<file path="src/rtl/axil_cmd_master.sv">
// rtl/axil_cmd_master.sv - single-beat command/response bridge onto an AXI4-lite master port
// One transaction in flight; each response carries a saturating accept-to-handshake cycle count.
module axil_cmd_master #(
  parameter int DATA_WIDTH = 32,
  parameter int ADDR_WIDTH = 32,
  parameter int STRB_WIDTH = DATA_WIDTH/8,
  parameter int LAT_WIDTH  = 16
) (
  input  logic                  clk,
  input  logic                  rst,
  input  logic                  cmd_valid,
  output logic                  cmd_ready,
  input  logic                  cmd_write,
  input  logic [ADDR_WIDTH-1:0] cmd_addr,
  input  logic [DATA_WIDTH-1:0] cmd_wdata,
  input  logic [STRB_WIDTH-1:0] cmd_wstrb,
  input  logic [2:0]            cmd_prot,
  output logic                  rsp_valid,
  input  logic                  rsp_ready,
  output logic                  rsp_write,
  output logic [DATA_WIDTH-1:0] rsp_rdata,
  output logic [1:0]            rsp_resp,
  output logic [LAT_WIDTH-1:0]  rsp_latency,
  output logic [ADDR_WIDTH-1:0] m_axil_awaddr,
  output logic [2:0]            m_axil_awprot,
  output logic                  m_axil_awvalid,
  input  logic                  m_axil_awready,
  output logic [DATA_WIDTH-1:0] m_axil_wdata,
  output logic [STRB_WIDTH-1:0] m_axil_wstrb,
  output logic                  m_axil_wvalid,
  input  logic                  m_axil_wready,
  input  logic [1:0]            m_axil_bresp,
  input  logic                  m_axil_bvalid,
  output logic                  m_axil_bready,
  output logic [ADDR_WIDTH-1:0] m_axil_araddr,
  output logic [2:0]            m_axil_arprot,
  output logic                  m_axil_arvalid,
  input  logic                  m_axil_arready,
  input  logic [DATA_WIDTH-1:0] m_axil_rdata,
  input  logic [1:0]            m_axil_rresp,
  input  logic                  m_axil_rvalid,
  output logic                  m_axil_rready
);

  typedef enum logic [2:0] {
    IDLE    = 3'd0,
    WR_REQ  = 3'd1,
    WR_RESP = 3'd2,
    RD_REQ  = 3'd3,
    RD_RESP = 3'd4,
    RSP     = 3'd5
  } state_t;

  localparam logic [LAT_WIDTH-1:0] LAT_MAX = '1;

  state_t state_q, state_d;

  logic                  awvalid_q, awvalid_d;
  logic                  wvalid_q, wvalid_d;
  logic                  bready_q, bready_d;
  logic                  arvalid_q, arvalid_d;
  logic                  rready_q, rready_d;
  logic [ADDR_WIDTH-1:0] awaddr_q, awaddr_d;
  logic [2:0]            awprot_q, awprot_d;
  logic [DATA_WIDTH-1:0] wdata_q, wdata_d;
  logic [STRB_WIDTH-1:0] wstrb_q, wstrb_d;
  logic [ADDR_WIDTH-1:0] araddr_q, araddr_d;
  logic [2:0]            arprot_q, arprot_d;

  logic                  rsp_valid_q, rsp_valid_d;
  logic                  rsp_write_q, rsp_write_d;
  logic [DATA_WIDTH-1:0] rsp_rdata_q, rsp_rdata_d;
  logic [1:0]            rsp_resp_q, rsp_resp_d;
  logic [LAT_WIDTH-1:0]  rsp_latency_q, rsp_latency_d;

  logic [LAT_WIDTH-1:0]  cnt_q, cnt_d;
  logic [LAT_WIDTH-1:0]  cnt_inc;

  // Saturating increment shared by the running count and the reported latency.
  assign cnt_inc = (cnt_q == LAT_MAX) ? cnt_q : cnt_q + 1'b1;

  always_ff @(posedge clk or posedge rst) begin
    if (rst) begin
      state_q       <= IDLE;
      awvalid_q     <= 1'b0;
      wvalid_q      <= 1'b0;
      bready_q      <= 1'b0;
      arvalid_q     <= 1'b0;
      rready_q      <= 1'b0;
      awaddr_q      <= '0;
      awprot_q      <= '0;
      wdata_q       <= '0;
      wstrb_q       <= '0;
      araddr_q      <= '0;
      arprot_q      <= '0;
      rsp_valid_q   <= 1'b0;
      rsp_write_q   <= 1'b0;
      rsp_rdata_q   <= '0;
      rsp_resp_q    <= '0;
      rsp_latency_q <= '0;
      cnt_q         <= '0;
    end else begin
      state_q       <= state_d;
      awvalid_q     <= awvalid_d;
      wvalid_q      <= wvalid_d;
      bready_q      <= bready_d;
      arvalid_q     <= arvalid_d;
      rready_q      <= rready_d;
      awaddr_q      <= awaddr_d;
      awprot_q      <= awprot_d;
      wdata_q       <= wdata_d;
      wstrb_q       <= wstrb_d;
      araddr_q      <= araddr_d;
      arprot_q      <= arprot_d;
      rsp_valid_q   <= rsp_valid_d;
      rsp_write_q   <= rsp_write_d;
      rsp_rdata_q   <= rsp_rdata_d;
      rsp_resp_q    <= rsp_resp_d;
      rsp_latency_q <= rsp_latency_d;
      cnt_q         <= cnt_d;
    end
  end

  always_comb begin
    state_d       = state_q;
    awvalid_d     = awvalid_q;
    wvalid_d      = wvalid_q;
    bready_d      = bready_q;
    arvalid_d     = arvalid_q;
    rready_d      = rready_q;
    awaddr_d      = awaddr_q;
    awprot_d      = awprot_q;
    wdata_d       = wdata_q;
    wstrb_d       = wstrb_q;
    araddr_d      = araddr_q;
    arprot_d      = arprot_q;
    rsp_valid_d   = rsp_valid_q;
    rsp_write_d   = rsp_write_q;
    rsp_rdata_d   = rsp_rdata_q;
    rsp_resp_d    = rsp_resp_q;
    rsp_latency_d = rsp_latency_q;
    cnt_d         = cnt_q;

    case (state_q)
      IDLE: begin
        if (cmd_valid) begin
          cnt_d = '0;
          if (cmd_write) begin
            awaddr_d  = cmd_addr;
            awprot_d  = cmd_prot;
            wdata_d   = cmd_wdata;
            wstrb_d   = cmd_wstrb;
            awvalid_d = 1'b1;
            wvalid_d  = 1'b1;
            state_d   = WR_REQ;
          end else begin
            araddr_d  = cmd_addr;
            arprot_d  = cmd_prot;
            arvalid_d = 1'b1;
            state_d   = RD_REQ;
          end
        end
      end

      // AW and W complete independently; B is only accepted once both are gone.
      WR_REQ: begin
        cnt_d = cnt_inc;
        if (m_axil_awready) awvalid_d = 1'b0;
        if (m_axil_wready)  wvalid_d  = 1'b0;
        if (!awvalid_d && !wvalid_d) begin
          bready_d = 1'b1;
          state_d  = WR_RESP;
        end
      end

      WR_RESP: begin
        cnt_d = cnt_inc;
        if (m_axil_bvalid) begin
          rsp_resp_d    = m_axil_bresp;
          rsp_rdata_d   = '0;
          rsp_write_d   = 1'b1;
          rsp_valid_d   = 1'b1;
          rsp_latency_d = cnt_inc;
          bready_d      = 1'b0;
          state_d       = RSP;
        end
      end

      RD_REQ: begin
        cnt_d = cnt_inc;
        if (m_axil_arready) begin
          arvalid_d = 1'b0;
          rready_d  = 1'b1;
          state_d   = RD_RESP;
        end
      end

      RD_RESP: begin
        cnt_d = cnt_inc;
        if (m_axil_rvalid) begin
          rsp_resp_d    = m_axil_rresp;
          rsp_rdata_d   = m_axil_rdata;
          rsp_write_d   = 1'b0;
          rsp_valid_d   = 1'b1;
          rsp_latency_d = cnt_inc;
          rready_d      = 1'b0;
          state_d       = RSP;
        end
      end

      RSP: begin
        if (rsp_ready) begin
          rsp_valid_d = 1'b0;
          state_d     = IDLE;
        end
      end

      default: state_d = IDLE;
    endcase
  end

  assign cmd_ready      = (state_q == IDLE);
  assign rsp_valid      = rsp_valid_q;
  assign rsp_write      = rsp_write_q;
  assign rsp_rdata      = rsp_rdata_q;
  assign rsp_resp       = rsp_resp_q;
  assign rsp_latency    = rsp_latency_q;
  assign m_axil_awaddr  = awaddr_q;
  assign m_axil_awprot  = awprot_q;
  assign m_axil_awvalid = awvalid_q;
  assign m_axil_wdata   = wdata_q;
  assign m_axil_wstrb   = wstrb_q;
  assign m_axil_wvalid  = wvalid_q;
  assign m_axil_bready  = bready_q;
  assign m_axil_araddr  = araddr_q;
  assign m_axil_arprot  = arprot_q;
  assign m_axil_arvalid = arvalid_q;
  assign m_axil_rready  = rready_q;

endmodule

</file>
<file path="config.mk">
export PLATFORM = sky130hd
export DESIGN_NAME = axil_cmd_master
export DESIGN_NICKNAME = d
export VERILOG_FILES = /design/src/rtl/axil_cmd_master.sv
export SDC_FILE = /design/constraint.sdc
export NUM_CORES = 1
export LEC_CHECK = 0
export CORE_ASPECT_RATIO = 0.7
export CORE_MARGIN = 2
export CORE_UTILIZATION = 48
export DETAILED_ROUTE_END_ITERATION = 7
export GPL_TIMING_DRIVEN = 0
export PLACE_DENSITY_LB_ADDON = 0.08
export SYNTH_ARGS = -nofsm -noshare
export SYNTH_HDL_FRONTEND = slang
export SYNTH_SLANG_ARGS = --single-unit
export TNS_END_PERCENT = 5
</file>
<file path="constraint.sdc">
create_clock -name clk -period 10.5 [get_ports clk]
set_input_delay 2.1 -clock clk [delete_from_list [all_inputs] [get_ports clk]]
set_output_delay 2.1 -clock clk [all_outputs]
set_load 0.03 [all_outputs]
</file>
; After elaboration in Yosys (flattened, before gate mapping)
; Cells that the tools add are included.
; Widths: inputs -> output; s select.
[word_totals]
wordCells = 99
regBits = 182
inputBits = 117
[classes]
n_eq_ne = 14
muxes = 43
reduce_logical = 22
bitwise_logic = 1
addsub = 1
[ops]
columns = operator, count
row1 = $mux 16, 4
row2 = $mux 32, 2
row3 = $pmux 16 s2, 2
row4 = $pmux 32 s2, 1
row5 = $mux 3, 6
row6 = $pmux 3 s6, 1
row7 = $reduce_and 3->1, 6
row8 = $add 16x1->16 const B, 1
row9 = $eq 16x16->1 const B, 1
row10 = $mux 1, 16
row11 = $ne 2x2->1 const B, 7
row12 = $pmux 1 s2, 6
row13 = $reduce_bool 2->1, 6
row14 = $reduce_and 4->1, 2
row15 = $eq 3x2->1 const B, 2
row16 = $eq 3x3->1 const B, 2
row17 = $mux 2, 3
row18 = $reduce_and 6->1, 1
row19 = $pmux 2 s2, 1
row20 = $reduce_or 4->1, 1
row21 = $eq 3x1->1 const B, 1
row22 = $logic_not 3->1, 1
row23 = $pmux 1 s3, 1
row24 = $reduce_bool 3->1, 1
row25 = other kinds (5), 6

; Longest topological paths before layout
[logic_depth]
depth_word = 6
mapped_depth = 7
ltp_nobuf = 5

; Worst setup path before layout
; OpenSTA, ideal clock, no wires.
[synth_path]
path_kind = input-to-reg
from = input m_axil_rvalid
to = register rsp_latency_q[0], in the netlist rsp_latency[0]
t_required_ps = 10362
arrival_time_ps = 2974
path_stages = 5
n_path_buf = 2
slack_ps = 7387
path_cell_list = nand3b_1 a21o_1 clkbuf_1 buf_1 o21ai_0
[synth_between]
elab_chain_len = 2
[synth_lines]
columns = element, line_no
row1 = from (decl), 41  ; input logic m_axil_rvalid,
row2 = $ne 2x2->1 (no source line), -
row3 = $reduce_and 3->1 (no source line), -
row4 = to (signal assigned), 119  ; rsp_latency_q <= rsp_latency_d;
row5 = to (decl), 74  ; logic [LAT_WIDTH-1:0] rsp_latency_q, rsp_latency_d;
; No other way between the ends.
; A chain may end at the register's enable or synchronous reset.

; Final worst setup path
[layout_path]
from = register state_q[1]
to = output cmd_ready
[layout_between]
elab_chain_len = 1
[layout_lines]
columns = element, line_no
row1 = from (decl), 56  ; state_t state_q, state_d;
row2 = from (signal assigned), 103  ; state_q <= state_d;
row3 = $logic_not 3->1, 222  ; assign cmd_ready = (state_q == IDLE);
row4 = to (decl), 12  ; output logic cmd_ready,
; No other way between the ends.

==> flow_metrics.env <==
export IMPL_synth_cell_types=66
export IMPL_setup_viol=0
export IMPL_cts_tree="done"
export IMPL_grt_pass1_wl_mm=33.3
export IMPL_stdcell_count=1086
export IMPL_p_sw_frac=0.406
export IMPL_clk_pin_slew_ns=0.07
export IMPL_drcViolationCount=0
export IMPL_synth_area_um2=7630
export IMPL_nets=991
export IMPL_seqPwrFrac=0.310
export IMPL_pin_count=281
export IMPL_fp_dieW_um=155
export IMPL_p_leak_nw=4.75
export IMPL_cp_required_ns=8.40
export IMPL_final_min_clock_period_ns=4.25
export IMPL_dr_wl_met2_mm=10.6
export IMPL_ant_nets=0
export IMPL_cts_setup_buffers=0
export IMPL_status="finished, final reports clean"
export IMPL_wl_met1_mm=8.82
export IMPL_relSlewSlack=0.503
export IMPL_clkPwrFrac=0.177
export IMPL_first_global_vias=6070
export IMPL_yosysWarnings=0
export IMPL_finalWirelength_mm=21.3
export IMPL_numPortBuffers=280
export IMPL_cts_hold_buf=0
export IMPL_rows=38
export IMPL_maxCapViolCount=0
export IMPL_grtUsageTotal=0.257
export IMPL_place_hpwl_mm=15.8
export IMPL_drive_gt1_frac=0.200
export IMPL_crit_chain="or3_4 > inv_2 > clkdlybuf4s50_1"
export IMPL_min_path_type="flop to flop"
export IMPL_top_layer="met4"
export IMPL_gp_congestion=0.878
export IMPL_fin_util=0.732
export IMPL_crit_arrival_ns=2.15
export IMPL_dieArea_um2=16900
export IMPL_power_w=0.00385
export IMPL_path_max_fanout=8
export IMPL_p_int_w=0.00229
export IMPL_cts_buffers=17
export IMPL_drtIter0Drc=340
export IMPL_p_per_area_nw_per_um2=339
export IMPL_numClockSinks=182
export IMPL_antenna_found_initial=0
export IMPL_core_area_um2=15500
export IMPL_p_switching_w=0.00156
export IMPL_place_inst=1054
export IMPL_vdd_drop_max_v=0.000186
export IMPL_dr_wl_met3_mm=1.56
export IMPL_clockBufferDepth=2
export IMPL_die_h_um=109
export IMPL_max_slew_worst_pin_slew_ns=0.740
export IMPL_synth_edf_count=0
export IMPL_first_pass_iters=7
export IMPL_cts_root_buf="clkbuf_16"
export IMPL_grt_setup_unrepaired="false"
export IMPL_start_util=0.492
export IMPL_grt_overflow_total=0
export IMPL_netlist_instances=573
export IMPL_cts_repair_resized=0
export IMPL_viasPerCell=5.47
export IMPL_syn2layout_area_growth_pct=48.7
export IMPL_rrSetupSlack_ns=8.21
export IMPL_ys_async_sr_fraction=1.00
export IMPL_h_tree_depth=4
export IMPL_crit_type="flop to output pin"
export IMPL_finClkSkew_ns=0.00955
export IMPL_critPathMaxStageDelay_ns=0.71
export IMPL_fmax_mhz=235
export IMPL_avgSynthCellArea_um2=13.3
export IMPL_clkLatencyLatePin_ns=0.43
export IMPL_slew_viol_final=0
export IMPL_synthFlopType="dfrtp_1"
export IMPL_fin_tns_setup_ns=0
export IMPL_num_vias=5942
export IMPL_syn_nets=691
export IMPL_cp_end_kind="output pin"
export IMPL_avgRoutedWirePerCell_um=19.6
export IMPL_grt_max_degree=125
export IMPL_ys_seq_area_frac=0.597
export IMPL_crit_slowest_cell="clkdlybuf4s50_1"
export IMPL_startpoint_type="flop"
export IMPL_antenna_cells=0
export IMPL_finalHoldViolations=0
export IMPL_layout_worst_path_cycle_share=0.405
export IMPL_ys_seq_elements=182
export IMPL_combPwrFrac=0.513
-- layer usage --
metal | up-vias | global-route usage
met5 | - | 0
met4 | 0 | 0.0767
met3 | 22 | 0.0769
met2 | 240 | 0.429
met1 | 2971 | 0.329
li1 | 2709 | -
-- Yosys cell counts, drive strengths merged, types with 4 or more instances --
master / count / area (um^2)
mux2: 107 / 1200
nand3: 6 / 47.6
nand2: 25 / 96.4
a21oi: 15 / 75.1
dfrtp: 182 / 4550
a22o: 33 / 289
nor4: 5 / 67.6
a31oi: 15 / 93.8
nand4: 9 / 77.6
clkbuf: 20 / 116
o21ai: 32 / 164
o31ai: 6 / 55.1
inv: 12 / 45.0
or3: 8 / 56.3
nor3: 8 / 40.0
nor2: 19 / 87.6
o211ai: 4 / 30.0
mux2i: 4 / 40.0
buf: 21 / 136
-- worst max-delay path, delay by kind of cell (launching register included) --
family	cells	cell delay, ns
simple gates	1	0.44
buf+inv	2	0.82
flops	1	0.46
-- metrics by stage --
stage | hold slack, ns | area (um^2) | setup slack, ns
floorplan | 0.494 | 7630 | 3.46
global placement | 0.469 | 10700 | 1.35
detailed placement | 0.471 | 10700 | 6.36
CTS | 0.486 | 11300 | 6.22
global route | 0.514 | 11300 | 6.17
finish | 0.482 | 11300 | 6.25
-- layout make-up --
cell class              count  area [um^2]
fillers                  1057         4160
repair buffers            281         2830
clock inverters            13          194
multi-input cells         337         2770
clock buffers              19          433
flip-flops and latches    182         4550
well taps                 200          250
inverters                  13         56.3
plain buffers              41          253
-- layout by cell type, fill, tap and decap left out, drive strengths merged, types with 16 or more instances in the layout --
master / count
dfrtp: 182
clkdlybuf4s50: 280
inv: 16
o21ai: 32
mux2: 107
clkbuf: 39
nand2: 25
buf: 22
a22o: 33
nor2: 19
-- flip-flops by register name (all words and copies together) (netlist names) --
name	cells
rsp_write	1
rsp_latency	16
m_axil_wdata	32
cnt_q	16
m_axil_araddr	32
m_axil_awvalid	1
rsp_valid	1
m_axil_wvalid	1
state_q	3
m_axil_awprot	3
m_axil_arprot	3
rsp_resp	2
m_axil_arvalid	1
m_axil_awaddr	32
m_axil_bready	1
m_axil_wstrb	4
rsp_rdata	32
m_axil_rready	1
-- power groups by stage --
stage	registers, W	logic (W)	clock network [W]
after floorplan	0.00178	0.000551	0
after global placement	0.00118	0.00194	0
after detailed placement	0.00120	0.00198	0
after CTS	0.00119	0.00199	0.000695
after global routing	0.00123	0.00208	0.000727
final	0.00119	0.00197	0.000681
-- kinds of logic (layout without fill, tap and decap cells) --
| logic type | after synthesis | in the layout | share of synthesized area |
|---|---|---|---|
| buffers and inverters | 54 | 367 | 0.0395 |
| multiplexers | 111 | 111 | 0.163 |
| AO/OA/AOI/OAI | 130 | 130 | 0.121 |
| AND/OR/NAND/NOR | 93 | 93 | 0.0753 |
| adder cells (fa/ha/maj) | 1 | 1 | 0.00164 |
| flip-flops | 182 | 182 | 0.597 |
| XOR/XNOR | 2 | 2 | 0.00230 |
-- worst paths after layout --
check / from / end / depth (start not counted)
setup / recovery: state_q[1]$_DFFE_PP0P_ / cmd_ready / 3
hold / removal: rsp_latency[8]$_DFFE_PP0P_ / rsp_latency[8]$_DFFE_PP0P_ / 2
setup reg to reg: cnt_q[1]$_DFFE_PP0P_ / rsp_latency[3]$_DFFE_PP0P_ / 7
hold reg to reg: rsp_latency[8]$_DFFE_PP0P_ / rsp_latency[8]$_DFFE_PP0P_ / 2
max in group asynchronous: rst / cnt_q[11]$_DFFE_PP0P_ / 3
min in group asynchronous: rst / m_axil_wdata[26]$_DFFE_PP0P_ / 2
No activity file was read; power rests on OpenSTA's default activity.
